===== src/rtl/mem_req_rsp_ctrl_if.sv =====
// Request/response bus between a requester (master) and mem_req_rsp_ctrl (slave).
// Defining MEMIF_BYTE_STROBE_EN adds req_wstrb_i, one write-enable bit per byte.
interface mem_req_rsp_ctrl_if #(
  parameter int DATA_W = 32,
  parameter int ADDR_W = 4
);
  // Both channels use valid/ready: a transfer happens on a rising edge where valid and
  // ready are both high. The sender keeps valid and its payload stable until that edge.
  logic              req_valid_i;
  logic              req_rnw_i;
  logic [ADDR_W-1:0] req_addr_i;
  logic [DATA_W-1:0] req_wdata_i;
`ifdef MEMIF_BYTE_STROBE_EN
  logic [DATA_W/8-1:0] req_wstrb_i;
`endif
  logic              req_ready_o;
  logic              rsp_valid_o;
  logic              rsp_ready_i;
  logic [DATA_W-1:0] rsp_rdata_o;
  logic              rsp_err_o;

  modport slave (
`ifdef MEMIF_BYTE_STROBE_EN
    input  req_wstrb_i,
`endif
    input  req_valid_i, req_rnw_i, req_addr_i, req_wdata_i, rsp_ready_i,
    output req_ready_o, rsp_valid_o, rsp_rdata_o, rsp_err_o
  );

  modport master (
`ifdef MEMIF_BYTE_STROBE_EN
    output req_wstrb_i,
`endif
    output req_valid_i, req_rnw_i, req_addr_i, req_wdata_i, rsp_ready_i,
    input  req_ready_o, rsp_valid_o, rsp_rdata_o, rsp_err_o
  );
endinterface


===== src/rtl/mem_req_rsp_ctrl.sv =====
// Single-port memory controller with LFSR-driven request wait states and a held read response.
// Defining MEMIF_BYTE_STROBE_EN enables per-byte write strobes from the interface.
module mem_req_rsp_ctrl #(
  parameter int          DATA_W    = 32,
  parameter int          DEPTH     = 16,
  parameter int          ADDR_W    = 4,
  parameter int          WAIT_W    = 2,
  parameter logic [7:0]  LFSR_SEED = 8'hE1
) (
  input  logic                   clk,
  input  logic                   reset,
  mem_req_rsp_ctrl_if.slave      bus,
  output logic [1:0]             dbg_state
);
  typedef enum logic [1:0] {
    S_IDLE = 2'd0,
    S_WAIT = 2'd1,
    S_RESP = 2'd2
  } state_e;

  localparam logic [ADDR_W:0] DEPTH_L = (ADDR_W+1)'(DEPTH);

  state_e            state_q, state_d;
  logic [WAIT_W-1:0] cnt_q, cnt_d;
  logic [7:0]        lfsr_q;
  logic [DATA_W-1:0] rdata_q, rdata_d;
  logic              err_q, err_d;
  logic              req_ready, rsp_valid, wr_en, addr_ok;
  logic [DATA_W-1:0] mem [DEPTH];

  assign addr_ok = ({1'b0, bus.req_addr_i} < DEPTH_L);

  always_ff @(posedge clk or posedge reset) begin
    if (reset) begin
      state_q <= S_IDLE;
      cnt_q   <= '0;
      lfsr_q  <= LFSR_SEED;
      rdata_q <= '0;
      err_q   <= 1'b0;
    end else begin
      state_q <= state_d;
      cnt_q   <= cnt_d;
      // x^8+x^6+x^5+x^4+1, shifting left with the feedback bit entering at [0]
      lfsr_q  <= {lfsr_q[6:0], lfsr_q[7] ^ lfsr_q[5] ^ lfsr_q[4] ^ lfsr_q[3]};
      rdata_q <= rdata_d;
      err_q   <= err_d;
    end
  end

  always_comb begin
    state_d   = state_q;
    cnt_d     = cnt_q;
    rdata_d   = rdata_q;
    err_d     = err_q;
    req_ready = 1'b0;
    rsp_valid = 1'b0;
    wr_en     = 1'b0;
    case (state_q)
      S_IDLE: begin
        if (bus.req_valid_i) begin
          state_d = S_WAIT;
          cnt_d   = lfsr_q[WAIT_W-1:0];
        end
      end
      S_WAIT: begin
        req_ready = (cnt_q == '0);
        if (!bus.req_valid_i) begin
          // requester withdrew: abandon without touching memory
          state_d = S_IDLE;
        end else if (cnt_q != '0) begin
          cnt_d = cnt_q - WAIT_W'(1);
        end else if (bus.req_rnw_i) begin
          state_d = S_RESP;
          rdata_d = addr_ok ? mem[bus.req_addr_i] : '0;
          err_d   = !addr_ok;
        end else begin
          state_d = S_IDLE;
          wr_en   = addr_ok;
        end
      end
      S_RESP: begin
        rsp_valid = 1'b1;
        if (bus.rsp_ready_i) begin
          state_d = S_IDLE;
          rdata_d = '0;
          err_d   = 1'b0;
        end
      end
      default: state_d = S_IDLE;
    endcase
  end

  // storage is deliberately not reset; wr_en is low whenever the FSM sits in reset
  always_ff @(posedge clk) begin
    if (wr_en) begin
`ifdef MEMIF_BYTE_STROBE_EN
      for (int b = 0; b < DATA_W/8; b++) begin
        if (bus.req_wstrb_i[b]) mem[bus.req_addr_i][8*b +: 8] <= bus.req_wdata_i[8*b +: 8];
      end
`else
      mem[bus.req_addr_i] <= bus.req_wdata_i;
`endif
    end
  end

  assign bus.req_ready_o = req_ready;
  assign bus.rsp_valid_o = rsp_valid;
  assign bus.rsp_rdata_o = rdata_q;
  assign bus.rsp_err_o   = err_q;
  assign dbg_state       = state_q;
endmodule


===== src/flat_wrapper.sv =====
// flat-port wrapper written by rule: the top's interface ports become plain ports
module mem_req_rsp_ctrl_flat 
#(
  parameter int          DATA_W    = 32,
  parameter int          DEPTH     = 16,
  parameter int          ADDR_W    = 4,
  parameter int          WAIT_W    = 2,
  parameter logic [7:0]  LFSR_SEED = 8'hE1
)
  (clk, reset, dbg_state, bus_req_valid_i, bus_req_rnw_i, bus_req_addr_i, bus_req_wdata_i, bus_rsp_ready_i, bus_req_ready_o, bus_rsp_valid_o, bus_rsp_rdata_o, bus_rsp_err_o);
  mem_req_rsp_ctrl_if #(.DATA_W(DATA_W), .ADDR_W(ADDR_W)) bus_i ();
  input  logic clk;
  input  logic reset;
  output logic [1:0] dbg_state;
  input wire logic [$bits(bus_i.req_valid_i)-1:0] bus_req_valid_i;
  input wire logic [$bits(bus_i.req_rnw_i)-1:0] bus_req_rnw_i;
  input wire logic [$bits(bus_i.req_addr_i)-1:0] bus_req_addr_i;
  input wire logic [$bits(bus_i.req_wdata_i)-1:0] bus_req_wdata_i;
  input wire logic [$bits(bus_i.rsp_ready_i)-1:0] bus_rsp_ready_i;
  output wire logic [$bits(bus_i.req_ready_o)-1:0] bus_req_ready_o;
  output wire logic [$bits(bus_i.rsp_valid_o)-1:0] bus_rsp_valid_o;
  output wire logic [$bits(bus_i.rsp_rdata_o)-1:0] bus_rsp_rdata_o;
  output wire logic [$bits(bus_i.rsp_err_o)-1:0] bus_rsp_err_o;
  assign bus_i.req_valid_i = bus_req_valid_i;
  assign bus_i.req_rnw_i = bus_req_rnw_i;
  assign bus_i.req_addr_i = bus_req_addr_i;
  assign bus_i.req_wdata_i = bus_req_wdata_i;
  assign bus_i.rsp_ready_i = bus_rsp_ready_i;
  assign bus_req_ready_o = bus_i.req_ready_o;
  assign bus_rsp_valid_o = bus_i.rsp_valid_o;
  assign bus_rsp_rdata_o = bus_i.rsp_rdata_o;
  assign bus_rsp_err_o = bus_i.rsp_err_o;
  mem_req_rsp_ctrl #(.DATA_W(DATA_W), .DEPTH(DEPTH), .ADDR_W(ADDR_W), .WAIT_W(WAIT_W), .LFSR_SEED(LFSR_SEED)) u_core (.clk(clk), .reset(reset), .bus(bus_i), .dbg_state(dbg_state));
endmodule

===== config.mk =====
export PLATFORM = sky130hd
export DESIGN_NAME = mem_req_rsp_ctrl_flat
export DESIGN_NICKNAME = d
export VERILOG_FILES = /design/src/rtl/mem_req_rsp_ctrl_if.sv /design/src/rtl/mem_req_rsp_ctrl.sv /design/src/flat_wrapper.sv
export SDC_FILE = /design/constraint.sdc
export NUM_CORES = 1
export LEC_CHECK = 0
export ABC_AREA = 1
export CORE_ASPECT_RATIO = 1.5
export CORE_MARGIN = 4
export CORE_UTILIZATION = 35
export DETAILED_ROUTE_END_ITERATION = 16
export PLACE_DENSITY_LB_ADDON = 0.05
export SYNTH_ARGS = -nofsm -noshare
export SYNTH_HDL_FRONTEND = slang
export SYNTH_SLANG_ARGS = --single-unit
export TNS_END_PERCENT = 50

===== constraint.sdc =====
create_clock -name clk -period 9.8 [get_ports clk]
set_clock_uncertainty 0.15 [all_clocks]
set_input_delay 2.94 -clock clk [delete_from_list [all_inputs] [get_ports clk]]
set_output_delay 2.94 -clock clk [all_outputs]
set_load 0.02 [all_outputs]

Word level (Yosys, flattened, before mapping):

Memory sizes are Yosys's and may differ from the RTL's.
Cells that the tools add are included.

* $add $sub $neg: 1
* equality and inequality tests: 9
* mux-type cells: 28
* bitwise operators: 3
* reduce and logical (&&, ||, !) cells: 8

Operators with widths (number)
* $mux 32: 4
* $pmux 32 s2: 1
* $mux 2: 8
* $mux 1: 12
* $ne 2x2->1 const B: 5
* $pmux 2 s3: 1
* $reduce_bool 2->1: 3
* $reduce_and 5->1: 1
* $logic_not 2->1: 2
* $pmux 2 s2: 1
* $reduce_and 4->1: 1
* $ne 3x3->1 const B: 1
* $reduce_and 3->1: 1
* $xor 1x1->1: 3
* $eq 2x1->1 const B: 1
* $eq 2x2->1 const B: 1
* $ne 2x1->1 const B: 1
* $pmux 1 s2: 1
* $sub 2x1->2 const B: 1

* bits in registers: 45
* RAM bits: 512
* input bits: 41
* output and inout port bits: 37
* logic and storage cells: 55
* memories: 1

Memory list
* u_core.mem: depth 16, bits a word 32, read ports 1, clocked after Yosys merged registers in 0, wr ports 1, RTL line mem_req_rsp_ctrl.sv:29 `logic [DATA_W-1:0] mem [DEPTH];`

Depth between registers and ports, before layout:

* depth after elaboration: 6
* mapped depth: 12

Least setup slack after synthesis:

Ideal clock, no wire load.

* path type: input to register
* start: in bus_req_addr_i[1]
* end: mem u_core.mem[0][0], enable pin
* setup time: 421 ps
* data arrival time: 5020 ps
* data required time: 9229 ps
* setup slack: 4208 ps
* stages: 6
* buffers on the path: 3
* path through: buf_2 > inv_1 > buf_2 > buf_2 > nand3_1 > nor2_1

RTL lines
* start, declared: RTL line flat_wrapper.sv:17 `input wire logic [$bits(bus_i.req_addr_i)-1:0] bus_req_addr_i;`
* end, declared: RTL line mem_req_rsp_ctrl.sv:29

No word-level cell before the write port.

Worst setup path in the final report:

* start: in bus_req_addr_i[0]
* end: mem u_core.mem[14][23], enable pin

No word-level cell before the write port.

==> metrics.txt <==
outcome=finished clean; largest net degree at the start of global routing=175; syn nets=2208; Leak=10.7 nW; clk root buf=clkbuf_16; Post-route DRC=0; Clk pwr share=37.3%; global-route wire length before repair=95.1 mm; gr usage total=18.2%; core area=64600 um2; clk slew on worst S/H paths=60 ps; synthesized area per cell=around 11 um2; Seq cells post-synth=about 560; Final setup viols=0; Peak supply drop=122 uV; multi-input logic area=5840 um2; Cell Rows=approximately 110; top cell type's share of synthesized area=between 60 and 70%; distinct cell type count after synthesis=24; register area share after synthesis=about 72%; Pre-antenna DRT Iters=5; Cell Area, Placed=24400 um2; PD cells=211 nW/um2; unrepaired setup endpoints after global routing=no; Place WS=3410 ps; FILL cells=6336; measured slew at the worst slew-check pin=1320 ps; die area=between 60000 and 70000 um2; DP HPWL=between 30 and 40 mm; Hold WC Path Type=flip-flop to flip-flop; fin area=26100 um2; setup TNS=0 ps; Starting Density=35.3%; Warnings, synthesis=0; nets=2256; Clock Latency Late Sink=about 600 ps; Buf/Inv on CP=2; Sw Share=26.0%; post-cts gate resize count=0; Synth Instances=between 2k and 2.5k; Final Hold Fails=0; Critical Path Start Type=input pin; cell taking the most area after synthesis=edfxtp_1; DR vias/cell=4.68; hold buffers post-CTS=0; synth top area cells=edfxtp_1 67%, nand2_1 23%, dfrtp_1 4.4%; final wirelength=63.5 mm; Period Utilization, post-route=58.7%; Final ANT Viol Nets=0; Rel. slew slack=12.0%; critical path's largest stage delay=1090 ps; FF+latch area=16500 um2; Sinks on Clock Net=556; slowest stage cell, crit path=nor2_4; H-Tree Level Count=2; total CTS buffers=57; I/O Buffers=76; fin crit period=roughly 5800 ps; critical path class=input pin to flip-flop; area grow syn2layout=14.4%; FMAX=about 0.17 GHz; routed length per instance=20.3 um; hold wc startpoint=u_core.lfsr_q[2]$_DFF_PP0_; CP cell instances=clkbuf_8 -> inv_8 -> nand3_1 -> nor2_4; Critical Path Start=bus_req_addr_i[0]; share of post-route cells with drive strength above 1=5.40%; DR vias=14.7k; GP Congestion=around 0.77; Clock Tree Buf Depth=3; area of the mapped netlist=22800 um2; number of global-route vias before repair=14.8k; initial antenna violation count=2; Pint=4.08 mW; combinational power share=13.2%; CP Capture Type=flip-flop; Slew Viols, Final=0; Worst EP arrival=5820 ps; CP max FO=approximately 120; Switch Pwr=1.43 mW; Worst Path Required=~9900 ps; Overflow after GRT=0; Crit path max-delay family=simple AND/OR/NAND/NOR gates; Max Cap Viol=0; Die X-Extent=217 um; Worst R2R Start=u_core.cnt_q[0]$_DFFE_PP0P_; PnR worst setup slack=about 4000 ps; num ports=78; die extent in y=321 um; # Post-CTS Setup Buffers=0; Reg power frac=49.5%; DRT iter0 DRCs=937; TritonCTS clock tree=yes
==> registers in the layout (all words and copies together) (netlist names) <==
name                    count
u_core.mem                512
u_core.bus.rsp_rdata_o     32
u_core.dbg_state            2
u_core.cnt_q                2
u_core.lfsr_q               8
==> cells in the mapped netlist <==
cell type     n
o21ai_0       3
buf_1         3
dfrtp_1      40
o211ai_1      2
clkbuf_1     22
nand3_1       5
inv_2         2
xor2_1        1
nand3b_4      1
o21ai_1      32
buf_2        48
xnor2_1       2
buf_4        28
conb_1        1
buf_6         4
dfstp_2       4
nor3_1        1
nor2_1       21
nand2_1    1416
a21oi_1       1
ha_1          1
nor2_4        2
inv_1        14
edfxtp_1    512
==> cells in the final DEF (no fill, tap or decap), drive strengths merged <==
cell	count
a21oi	1
buf	19
bufinv	2
clkbuf	84
clkdlybuf4s50	74
clkinv	19
clkinvlp	1
conb	1
dfrtp	40
dfstp	4
diode	2
edfxtp	512
ha	1
inv	16
nand2	1416
nand3	5
nand3b	1
nor2	23
nor3	1
o211ai	2
o21ai	35
xnor2	2
xor2	1
==> per-stage QoR <==
| step | std cells | utilization (%) | power [mW] | hold WS (ps) |
|---|---|---|---|---|
| 2_1_floorplan | 2166 | - | 3.16 | 181 |
| 3_3_place_gp | 3024 | 37.8 | 3.52 | 187 |
| 3_5_place_dp | 3024 | 37.8 | 3.52 | 187 |
| 4_1_cts | 3129 | 40.4 | 5.60 | 201 |
| 5_1_grt | 3130 | 40.4 | 5.76 | 203 |
| 6_report | 3132 | 40.4 | 5.51 | 199 |
==> layer usage <==
metal  share of wire (%)  vias up  GRT usage (%)  routed length (um)
met3                 3.4       85           2.43                2130
li1                    -     7121              -                   -
met5                   0        -              0                   0
met4                 2.0        0           4.21                1260
met2                  50      224           31.5               31500
met1                  45     7242           24.6               28700
==> power by group through the flow <==
| stage | clock [mW] | combinational, mW | sequential, mW |
|---|---|---|---|
| 6_report | 2.06 | 0.727 | 2.73 |
| 2_1_floorplan | 0 | 0.303 | 2.86 |
| 3_3_place_gp | 0 | 0.743 | 2.78 |
| 4_1_cts | 2.12 | 0.746 | 2.73 |
| 3_5_place_dp | 0 | 0.743 | 2.78 |
| 5_1_grt | 2.21 | 0.799 | 2.74 |
==> layout make-up <==
type / count / area share (%)
diodes: 2 / 0.0192
well taps: 870 / 4.17
flip-flops and latches: 556 / 63.1
clock inverters: 22 / 0.565
multi-input cells: 1489 / 22.3
repair buffers: 94 / 3.58
inverters: 16 / 0.268
clock buffers: 83 / 5.99
==> cell families after synthesis <==
family	count (synthesis)	share of synthesized area [%]
other	1	0.0164
XOR/XNOR	3	0.115
AND/OR/NAND/NOR	1446	23.9
adder cells (fa/ha/maj)	1	0.0548
flip-flops	556	72.2
buffers and inverters	121	2.84
AO/OA/AOI/OAI	38	0.855
==> path summary, 6_finish.rpt <==
check                           slack, ps  depth (start not counted)                                     end
min in group asynchronous            2730                          3  u_core.bus.rsp_rdata_o[16]$_DFFE_PP0P_
worst min register to register        200                          0              u_core.lfsr_q[3]$_DFF_PP0_
worst max-delay path                 4040                          4            u_core.mem[14][23]$_DFFE_PP_
max in group asynchronous            6240                          3   u_core.bus.rsp_rdata_o[5]$_DFFE_PP0P_
worst max register to register       6320                          7              u_core.mem[7][5]$_DFFE_PP_
worst min-delay path                  200                          0              u_core.lfsr_q[3]$_DFF_PP0_
==> worst register-to-register path, cell delays in order (launching register included) <==
cell and delay [ps]:
dfrtp_1 380, inv_1 80, ha_1 220, nand2_1 70, nor3_1 480, buf_4 260, nand3_1 310, nor2_4 1120
No activity file was read; power rests on OpenSTA's default activity.
